--- src/rtl/buf_pkg.sv ---
// buf_pkg: state encoding, default widths and write-enable encoding for the buffer writer
package buf_pkg;
    localparam int DEF_ADDR_WIDTH = 16;
    localparam int DEF_DATA_WIDTH = 16;
    localparam int DEF_DEPTH = 16;
    localparam int DEF_LEN_WIDTH = 16;
    localparam logic WEN_WRITE = 1'b1;
    localparam logic WEN_READ = 1'b0;
    typedef enum logic [1:0] {IDLE, LOAD, DRAIN} state_t;
endpackage

--- src/rtl/buf_stream_writer_if.sv ---
// buf_stream_writer_if: incoming data stream plus the buffer write port
interface buf_stream_writer_if
    import buf_pkg::*;
#(
    parameter int ADDR_WIDTH = DEF_ADDR_WIDTH,
    parameter int DATA_WIDTH = DEF_DATA_WIDTH
);
    logic s_valid;
    logic s_ready;
    logic [DATA_WIDTH-1:0] s_data;
    logic buf_cen;
    logic buf_wen;
    logic [ADDR_WIDTH-1:0] buf_addr;
    logic [DATA_WIDTH-1:0] buf_wdata;
    modport master(input s_valid, s_data, output s_ready, buf_cen, buf_wen, buf_addr, buf_wdata);
    modport slave(output s_valid, s_data, input s_ready, buf_cen, buf_wen, buf_addr, buf_wdata);
endinterface

--- src/rtl/buf_addr_gen.sv ---
// buf_addr_gen: loadable address counter wrapping at DEPTH; out-of-range loads start at 0
module buf_addr_gen
    import buf_pkg::*;
#(
    parameter int ADDR_WIDTH = DEF_ADDR_WIDTH,
    parameter int DEPTH = DEF_DEPTH
) (
    input  logic                  clk,
    input  logic                  rst_n,
    input  logic                  load,
    input  logic [ADDR_WIDTH-1:0] load_addr,
    input  logic                  inc,
    output logic [ADDR_WIDTH-1:0] addr
);
    always_ff @(posedge clk or negedge rst_n) begin
        if (!rst_n)
            addr <= '0;
        else if (load)
            addr <= (load_addr >= ADDR_WIDTH'(DEPTH)) ? '0 : load_addr;
        else if (inc)
            addr <= (addr == ADDR_WIDTH'(DEPTH - 1)) ? '0 : addr + 1'b1;
    end
endmodule

--- src/rtl/buf_stream_writer.sv ---
// buf_stream_writer: command-driven stream-to-buffer writer; optional checksum via BUF_WR_CHECKSUM_EN
module buf_stream_writer
    import buf_pkg::*;
#(
    parameter int ADDR_WIDTH = DEF_ADDR_WIDTH,
    parameter int DATA_WIDTH = DEF_DATA_WIDTH,
    parameter int DEPTH = DEF_DEPTH,
    parameter int LEN_WIDTH = DEF_LEN_WIDTH
) (
    input  logic                  clk,
    input  logic                  rst_n,
    input  logic                  start,
    input  logic [ADDR_WIDTH-1:0] base_addr,
    input  logic [LEN_WIDTH-1:0]  len,
    input  logic                  abort,
    output logic                  busy,
    output logic                  done,
`ifdef BUF_WR_CHECKSUM_EN
    output logic [DATA_WIDTH-1:0] checksum,
`endif
    buf_stream_writer_if.master   bus
);
    state_t state;
    state_t state_nxt;
    logic [LEN_WIDTH-1:0] remaining;
    logic [ADDR_WIDTH-1:0] addr;
    logic accept;
    logic hs;
    logic last;
    assign accept = (state == IDLE) && start;
    assign hs = (state == LOAD) && bus.s_valid;
    assign last = hs && (remaining == LEN_WIDTH'(1));
    assign busy = state != IDLE;
    assign bus.s_ready = state == LOAD;
    // abort outranks a coinciding last handshake, so no done is produced
    always_comb begin
        state_nxt = accept ? ((len != '0) ? LOAD : DRAIN) :
                    ((state == LOAD) && abort) ? IDLE :
                    last ? DRAIN :
                    (state == DRAIN) ? IDLE : state;
    end
    buf_addr_gen #(.ADDR_WIDTH(ADDR_WIDTH), .DEPTH(DEPTH)) u_addr_gen (
        .clk(clk),
        .rst_n(rst_n),
        .load(accept),
        .load_addr(base_addr),
        .inc(hs),
        .addr(addr)
    );
    always_ff @(posedge clk or negedge rst_n) begin
        if (!rst_n) begin
            state <= IDLE;
            remaining <= '0;
            done <= 1'b0;
            bus.buf_cen <= 1'b0;
            bus.buf_wen <= WEN_READ;
            bus.buf_addr <= '0;
            bus.buf_wdata <= '0;
        end else begin
            state <= state_nxt;
            remaining <= accept ? len : hs ? remaining - 1'b1 : remaining;
            done <= state == DRAIN;
            bus.buf_cen <= hs;
            bus.buf_wen <= hs ? WEN_WRITE : WEN_READ;
            if (hs) begin
                bus.buf_addr <= addr;
                bus.buf_wdata <= bus.s_data;
            end
        end
    end
`ifdef BUF_WR_CHECKSUM_EN
    always_ff @(posedge clk or negedge rst_n) begin
        if (!rst_n)
            checksum <= '0;
        else if (accept)
            checksum <= '0;
        else if (hs)
            checksum <= checksum ^ bus.s_data;
    end
`endif
endmodule
--- src/flat_wrapper.sv ---
// flat-port wrapper written by rule: the top's interface ports become plain ports
module buf_stream_writer_flat import buf_pkg::*;
#(
    parameter int ADDR_WIDTH = DEF_ADDR_WIDTH,
    parameter int DATA_WIDTH = DEF_DATA_WIDTH,
    parameter int DEPTH = DEF_DEPTH,
    parameter int LEN_WIDTH = DEF_LEN_WIDTH
)
  (clk, rst_n, start, base_addr, len, abort, busy, done, bus_s_valid, bus_s_data, bus_s_ready, bus_buf_cen, bus_buf_wen, bus_buf_addr, bus_buf_wdata);
  buf_stream_writer_if #(.ADDR_WIDTH(ADDR_WIDTH), .DATA_WIDTH(DATA_WIDTH)) bus_i ();
  input  logic clk;
  input  logic rst_n;
  input  logic start;
  input  logic [ADDR_WIDTH-1:0] base_addr;
  input  logic [LEN_WIDTH-1:0] len;
  input  logic abort;
  output logic busy;
  output logic done;
  input wire logic [$bits(bus_i.s_valid)-1:0] bus_s_valid;
  input wire logic [$bits(bus_i.s_data)-1:0] bus_s_data;
  output wire logic [$bits(bus_i.s_ready)-1:0] bus_s_ready;
  output wire logic [$bits(bus_i.buf_cen)-1:0] bus_buf_cen;
  output wire logic [$bits(bus_i.buf_wen)-1:0] bus_buf_wen;
  output wire logic [$bits(bus_i.buf_addr)-1:0] bus_buf_addr;
  output wire logic [$bits(bus_i.buf_wdata)-1:0] bus_buf_wdata;
  assign bus_i.s_valid = bus_s_valid;
  assign bus_i.s_data = bus_s_data;
  assign bus_s_ready = bus_i.s_ready;
  assign bus_buf_cen = bus_i.buf_cen;
  assign bus_buf_wen = bus_i.buf_wen;
  assign bus_buf_addr = bus_i.buf_addr;
  assign bus_buf_wdata = bus_i.buf_wdata;
  buf_stream_writer #(.ADDR_WIDTH(ADDR_WIDTH), .DATA_WIDTH(DATA_WIDTH), .DEPTH(DEPTH), .LEN_WIDTH(LEN_WIDTH)) u_core (.clk(clk), .rst_n(rst_n), .start(start), .base_addr(base_addr), .len(len), .abort(abort), .busy(busy), .done(done), .bus(bus_i));
endmodule
--- config.mk ---
export PLATFORM = sky130hd
export DESIGN_NAME = buf_stream_writer_flat
export DESIGN_NICKNAME = d
export VERILOG_FILES = /design/src/rtl/buf_pkg.sv /design/src/rtl/buf_stream_writer_if.sv /design/src/rtl/buf_addr_gen.sv /design/src/rtl/buf_stream_writer.sv /design/src/flat_wrapper.sv
export SDC_FILE = /design/constraint.sdc
export NUM_CORES = 1
export LEC_CHECK = 0
export BUFFER_PORTS_ARGS = -buffer_cell sky130_fd_sc_hd__buf_2
export CELL_PAD_IN_SITES_DETAIL_PLACEMENT = 0
export CELL_PAD_IN_SITES_GLOBAL_PLACEMENT = 1
export CORE_ASPECT_RATIO = 1.1
export CORE_MARGIN = 10
export CORE_UTILIZATION = 39
export DETAILED_ROUTE_END_ITERATION = 12
export GPL_TIMING_DRIVEN = 0
export HOLD_SLACK_MARGIN = 0.05
export PLACE_DENSITY_LB_ADDON = 0.1
export SYNTH_ARGS = -nofsm -noshare
export SYNTH_HDL_FRONTEND = slang
export SYNTH_SLANG_ARGS = --single-unit
--- constraint.sdc ---
create_clock -name clk -period 2.1 [get_ports clk]
set_input_delay 0.525 -clock clk [delete_from_list [all_inputs] [get_ports clk]]
set_output_delay 0.525 -clock clk [all_outputs]
set_load 0.01 [all_outputs]
# Yosys cells after proc, flatten, opt, wreduce, memory -nomap -nowiden
# Index checks and enable logic that the tools add are counted.
# classes
add_sub_neg,2
order_cmp,1
n_eq_ne,4
n_mux,12
n_reduce_logical,9
# op_table
operator,n
two-way mux 16 bit,6
"adder 16 x 1 -> 16 bit, second input constant",1
"== test 16 x 1 -> 1 bit, second input constant",1
"== test 16 x 4 -> 1 bit, second input constant",1
"greater-or-equal comparator 16 x 5 -> 1 bit, second input constant",1
nonzero test 16 bit,1
"subtractor 16 x 1 -> 16 bit, second input constant",1
two-way mux 2 bit,5
logical AND 1 bit,4
nonzero test 2 bit,2
nonzero test 4 bit,1
"== test 2 x 1 -> 1 bit, second input constant",1
"== test 2 bit, second input constant",1
zero test 2 bit,1
two-way mux 1 bit,1
# totals
reg_bits,69
in_bits,53
out_inout_bits,37
elab_cells,36

# Longest topological paths before layout
# depth
depth_word,6
ltp_mapped,7
ltp_nobuf,6

# Modules after synthesis
# A second synthesis with hierarchy kept.
# unflattened
hier_cells,391
area_unflattened_um2,3440.8
# by_module_without_submodules
mod,instances,cells_each,area_each_um2,seq_area_each_um2
buf_stream_writer,1,269,2401.1,1301.2
buf_addr_gen,1,122,1039.7,400.4

# Least setup slack after synthesis
# No wires, ideal clock.
# synth_timing
kind,register -> register
startpoint,register u_core.u_addr_gen.addr[0]
endpoint,register u_core.u_addr_gen.addr[8]
setup_time_ps,83
arrival_time_ps,1836
t_required_ps,2017
slack_ps,182
path_stages_with_launch,6
path_buffers,0
synth_period_minus_slack_ps,1918
cell_sequence,dfrtp_1 > ha_1 > nand2_1 > or3_2 > or4b_2 > o21ai_0
# synth_via
elab_chain_cells,4
word_cells_on_any_way,5
classes_between,add/sub (1); eq/ne (1); mux (3)
# synth_rtl
item,line_no,text
from (decl),buf_addr_gen.sv:13,output logic [ADDR_WIDTH-1:0] addr
from (signal assigned),buf_addr_gen.sv:19,addr <= (load_addr >= ADDR_WIDTH'(DEPTH)) ? '0 : load_addr;
from (signal assigned),buf_addr_gen.sv:21,addr <= (addr == ADDR_WIDTH'(DEPTH - 1)) ? '0 : addr + 1'b1;
adder 16 x 1 -> 16 bit / == test 16 x 4 -> 1 bit (equally long branches),buf_addr_gen.sv:21,
two-way mux 16 bit (*),buf_addr_gen.sv:21,
two-way mux 16 bit (*),buf_addr_gen.sv:20,else if (inc)
two-way mux 16 bit (*),buf_addr_gen.sv:18,else if (load)
# Every way passes the cells marked *; elsewhere a longest branch is shown, timed or not. The select of a mux whose other input is x is not followed.
# A chain may end at the register's enable or synchronous reset.

# Worst setup path in the final report
# layout_timing
startpoint,register u_core.u_addr_gen.addr[1]
endpoint,register u_core.u_addr_gen.addr[8]
# The elaborated chain is that of the path after synthesis.

==> impl_metrics.py <==
metrics = {
    "power_and_ir_drop": {
        "p_leak_nw": 1.99,
        "power_density_mw_per_mm2": 939,
        "irDropWorstVdd_mv": 0.398,
        "power_w": 0.00388,
    },
    "yosys": {
        "synth_top_family_by_area": "simple AND/OR/NAND/NOR gates",
        "syn_inst": 361,
        "synth_seq_cells": 68,
        "synth-compound-area-share_pct": 14.8,
        "synthTopCellsByArea": "dfrtp_1, nand2_1, nor4_1",
        "synth-xor-area-share_pct": 0,
        "ys_seq_area_share_pct": 52.2,
        "yosysWarnings": 0,
        "synth_cell_types": 44,
        "synthMuxAreaShare_pct": 0,
        "synth.largest_area_cell": "dfrtp_1",
        "synthAdderAreaFrac_pct": 1.15,
        "syn_area_mm2": 0.00326,
        "synth_top_area_share_pct": 52.2,
        "yosys.area_share.simple_pct": 28.6,
        "syn_nets": 417,
        "postSynthAreaPerCell_um2": 9.03,
    },
    "sta": {
        "max-slew-margin-rel_pct": 41.7,
        "setup_violations": 0,
        "finalMaxSlewViolations": 0,
        "worst_clock_skew_ns": 0.00745,
        "hold_violations": 0,
        "min_period_ns": 1.99,
        "rsz0062_at_grt": "false",
        "clock.fmax_mhz": 503,
        "fin_crit_sh_pct": 94.7,
        "worst_pin_slew_ns": 0.874,
        "setup_ws_ns": 0.112,
    },
    "critical_path": {
        "r2r_cells": 5,
        "path_cells": "ha_4 > nand2_2 > or3_2 > or4b_2 > o21ai_0",
        "worstReg2RegEnd": "u_core.u_addr_gen.addr[8]",
        "worstPathArrival_ns": 2.25,
        "r2r_start": "u_core.u_addr_gen.addr[1]",
        "crit_slowest_cell": "or4b_2",
        "timing.critical_path.slowest_cell_delay_ns": 0.61,
        "crit_fanout": 5,
        "rrSetupSlack_ns": 0.11,
        "crit_path_start": "u_core.u_addr_gen.addr[1]",
        "crit_path_end": "u_core.u_addr_gen.addr[8]",
        "cp-start-kind": "flop",
        "endpoint_kind": "flop",
        "required_ns": 2.36,
        "critical_path_class": "flop to flop",
    },
    "cts": {
        "numCtsBuffers": 9,
        "clk_path_buf_depth": 2,
        "clk_latency_ns": 0.34,
        "clk_pin_slew_worst_paths_ns": 0.08,
        "cts_sinks": 68,
        "cts_tree": "built",
        "cts.root.buffer_cell": "clkbuf_8",
        "htree_levels": 3,
    },
    "global_routing": {
        "grt_usage_pct": 15.4,
        "grt_first_pass_wirelength_um": 15300,
        "grt_start_max_net_pins": 69,
        "antenna_found_initial": 0,
        "first_global_vias": 3056,
        "grt-ovfl-total": 0,
    },
    "routing": {
        "wl_um": 9440,
        "ant_nets": 0,
        "drc_errors": 0,
        "drt_iter0_drc": 194,
        "viasPerCell": 5.22,
        "wire_per_inst_um": 16.3,
        "first_pass_iters": 4,
        "vias": 3016,
    },
    "place": {
        "pre_cts_ws_ns": -0.378,
        "hpwl_um": 6890,
        "io_buffer_count": 89,
        "routabilityCongestion": 0.858,
    },
    "finish": {
        "multiInputGateArea_mm2": 0.00150,
        "drive_above_1_share_pct": 28.7,
        "final_cell_mix": "nand2_1, buf_2, dfrtp_1",
        "seqCellArea_mm2": 0.00170,
        "fin_nets": 521,
        "area_growth_pct": 26.8,
        "antenna_cells": 0,
        "final_common_cell": "nand2_1",
        "utilization_pct": 51.4,
        "nFillCells": 790,
    },
    "floorplan": {
        "initial_utilization_pct": 40.5,
        "core_mm2": 0.00804,
        "die_area_mm2": 0.0124,
        "io_pins": 90,
        "fp.dieW_um": 107,
        "fp.dieH_um": 116,
        "rows": 34,
    },
    "hold_path": {
        "min_path_type": "primary input to async pin",
    },
    "run": {
        "maxCapViolations": 0,
    },
    "status": {
        "status": "finished, final reports clean",
    },
}
-- logic make-up (layout without fill, tap and decap cells) --
family,count (synthesis),after routing
adder cells (fa/ha/maj),3,3
AND/OR/NAND/NOR,194,194
flip-flops,68,68
AO/OA/AOI/OAI,70,70
buffers and inverters,26,135
-- metal layers --
layer | global-route usage (%) | wire length, um | vias up | share of wire (%)
met1 | 18.7 | 4070 | 1435 | 43
met4 | 6.23 | 58 | 0 | 0.61
met2 | 25.4 | 4850 | 70 | 51
met3 | 4.22 | 464 | 4 | 4.9
met5 | 0 | 0 | - | 0
li1 | - | - | 1507 | -
-- where the power goes --
part / internal [W] / switching, W
Clock: 0.000578 / 0.000526
Sequential: 0.00155 / 0.000216
Combinational: 0.000417 / 0.000587
-- final cells by class --
cell class / instances / share of cell area [%]
clock inverter: 6 / 1.54
tap: 108 / 3.27
buffer: 19 / 2.03
timing repair buffer: 93 / 11.6
sequential: 68 / 41.2
inverter: 7 / 0.636
multi-input combinational: 267 / 36.4
clock buffer: 10 / 3.33
-- cells in the mapped netlist --
cell	count
and4_1	1
nor3_1	4
nand4b_1	3
nand4_1	3
buf_4	1
a221o_1	3
nor4_2	1
or4b_1	1
or3_1	3
nand3_1	11
buf_1	3
a2bb2oi_1	1
o211ai_1	10
nand3_2	1
clkbuf_1	13
nor2_1	14
nor3b_1	2
nand2_1	117
inv_1	7
or2_2	1
or4b_2	1
or4_4	1
o21ai_0	15
nor4_1	12
o221ai_1	2
or3_2	3
nor2b_1	2
a31oi_1	7
nor3b_2	1
o31ai_1	7
a22oi_1	1
nor4bb_1	1
ha_1	3
nand3b_1	1
dfrtp_1	68
o311ai_0	6
or4_1	8
or3b_2	2
buf_2	2
a221oi_1	1
a21oi_1	10
o2111ai_1	1
a32oi_1	5
o41ai_1	1
-- flip-flops by register name, indices dropped and copies added (netlist names) --
signal                  flops
u_core.done                 1
u_core.bus.buf_addr        16
u_core.state                2
u_core.remaining           16
u_core.bus.buf_cen          1
u_core.bus.buf_wdata       16
u_core.u_addr_gen.addr     16
-- timing repair --
| item | in CTS | in global routing |
|---|---|---|
| gates resized for setup | 7 | 10 |
| hold buffers | 0 | 0 |
| setup buffers | 0 | 4 |
| setup endpoints to repair | 35 | 43 |
| pin swaps | 0 | 2 |
-- how the worst min path moves through the flow --
stage                                         from                       end  slack [ns]  depth (start not counted)
after floorplan                              rst_n    u_core.bus.buf_addr[0]        0.23                          0
after global placement     u_core.bus.buf_wdata[0]   u_core.bus.buf_wdata[0]        0.45                          2
after detailed placement  u_core.bus.buf_wdata[15]  u_core.bus.buf_wdata[15]        0.46                          2
after CTS                                    rst_n  u_core.bus.buf_wdata[15]        0.32                          1
after global routing                 bus_s_data[8]   u_core.bus.buf_wdata[8]        0.35                          3
final                                        rst_n  u_core.bus.buf_wdata[15]        0.28                          1
-- stage by stage --
step / instance area (um2) / hold slack (ns) / instances / TNS (ns)
after global placement: 3840 / 0.451 / 558 / -7.23
after CTS: 4060 / 0.323 / 574 / 0
after floorplan: 3260 / 0.229 / 361 / 0
after global routing: 4130 / 0.349 / 578 / 0
final: 4130 / 0.285 / 578 / 0
after detailed placement: 3840 / 0.457 / 558 / -7.14
-- worst max-delay path: cells and delay by family (launching register included) --
kind / cells / cell delay, ns
DFF: 1 / 0.42
adders and majority gates: 1 / 0.18
and+or+nand+nor: 3 / 1.21
AOI/OAI and AO/OA: 1 / 0.09
No activity file was read; power rests on OpenSTA's default activity.
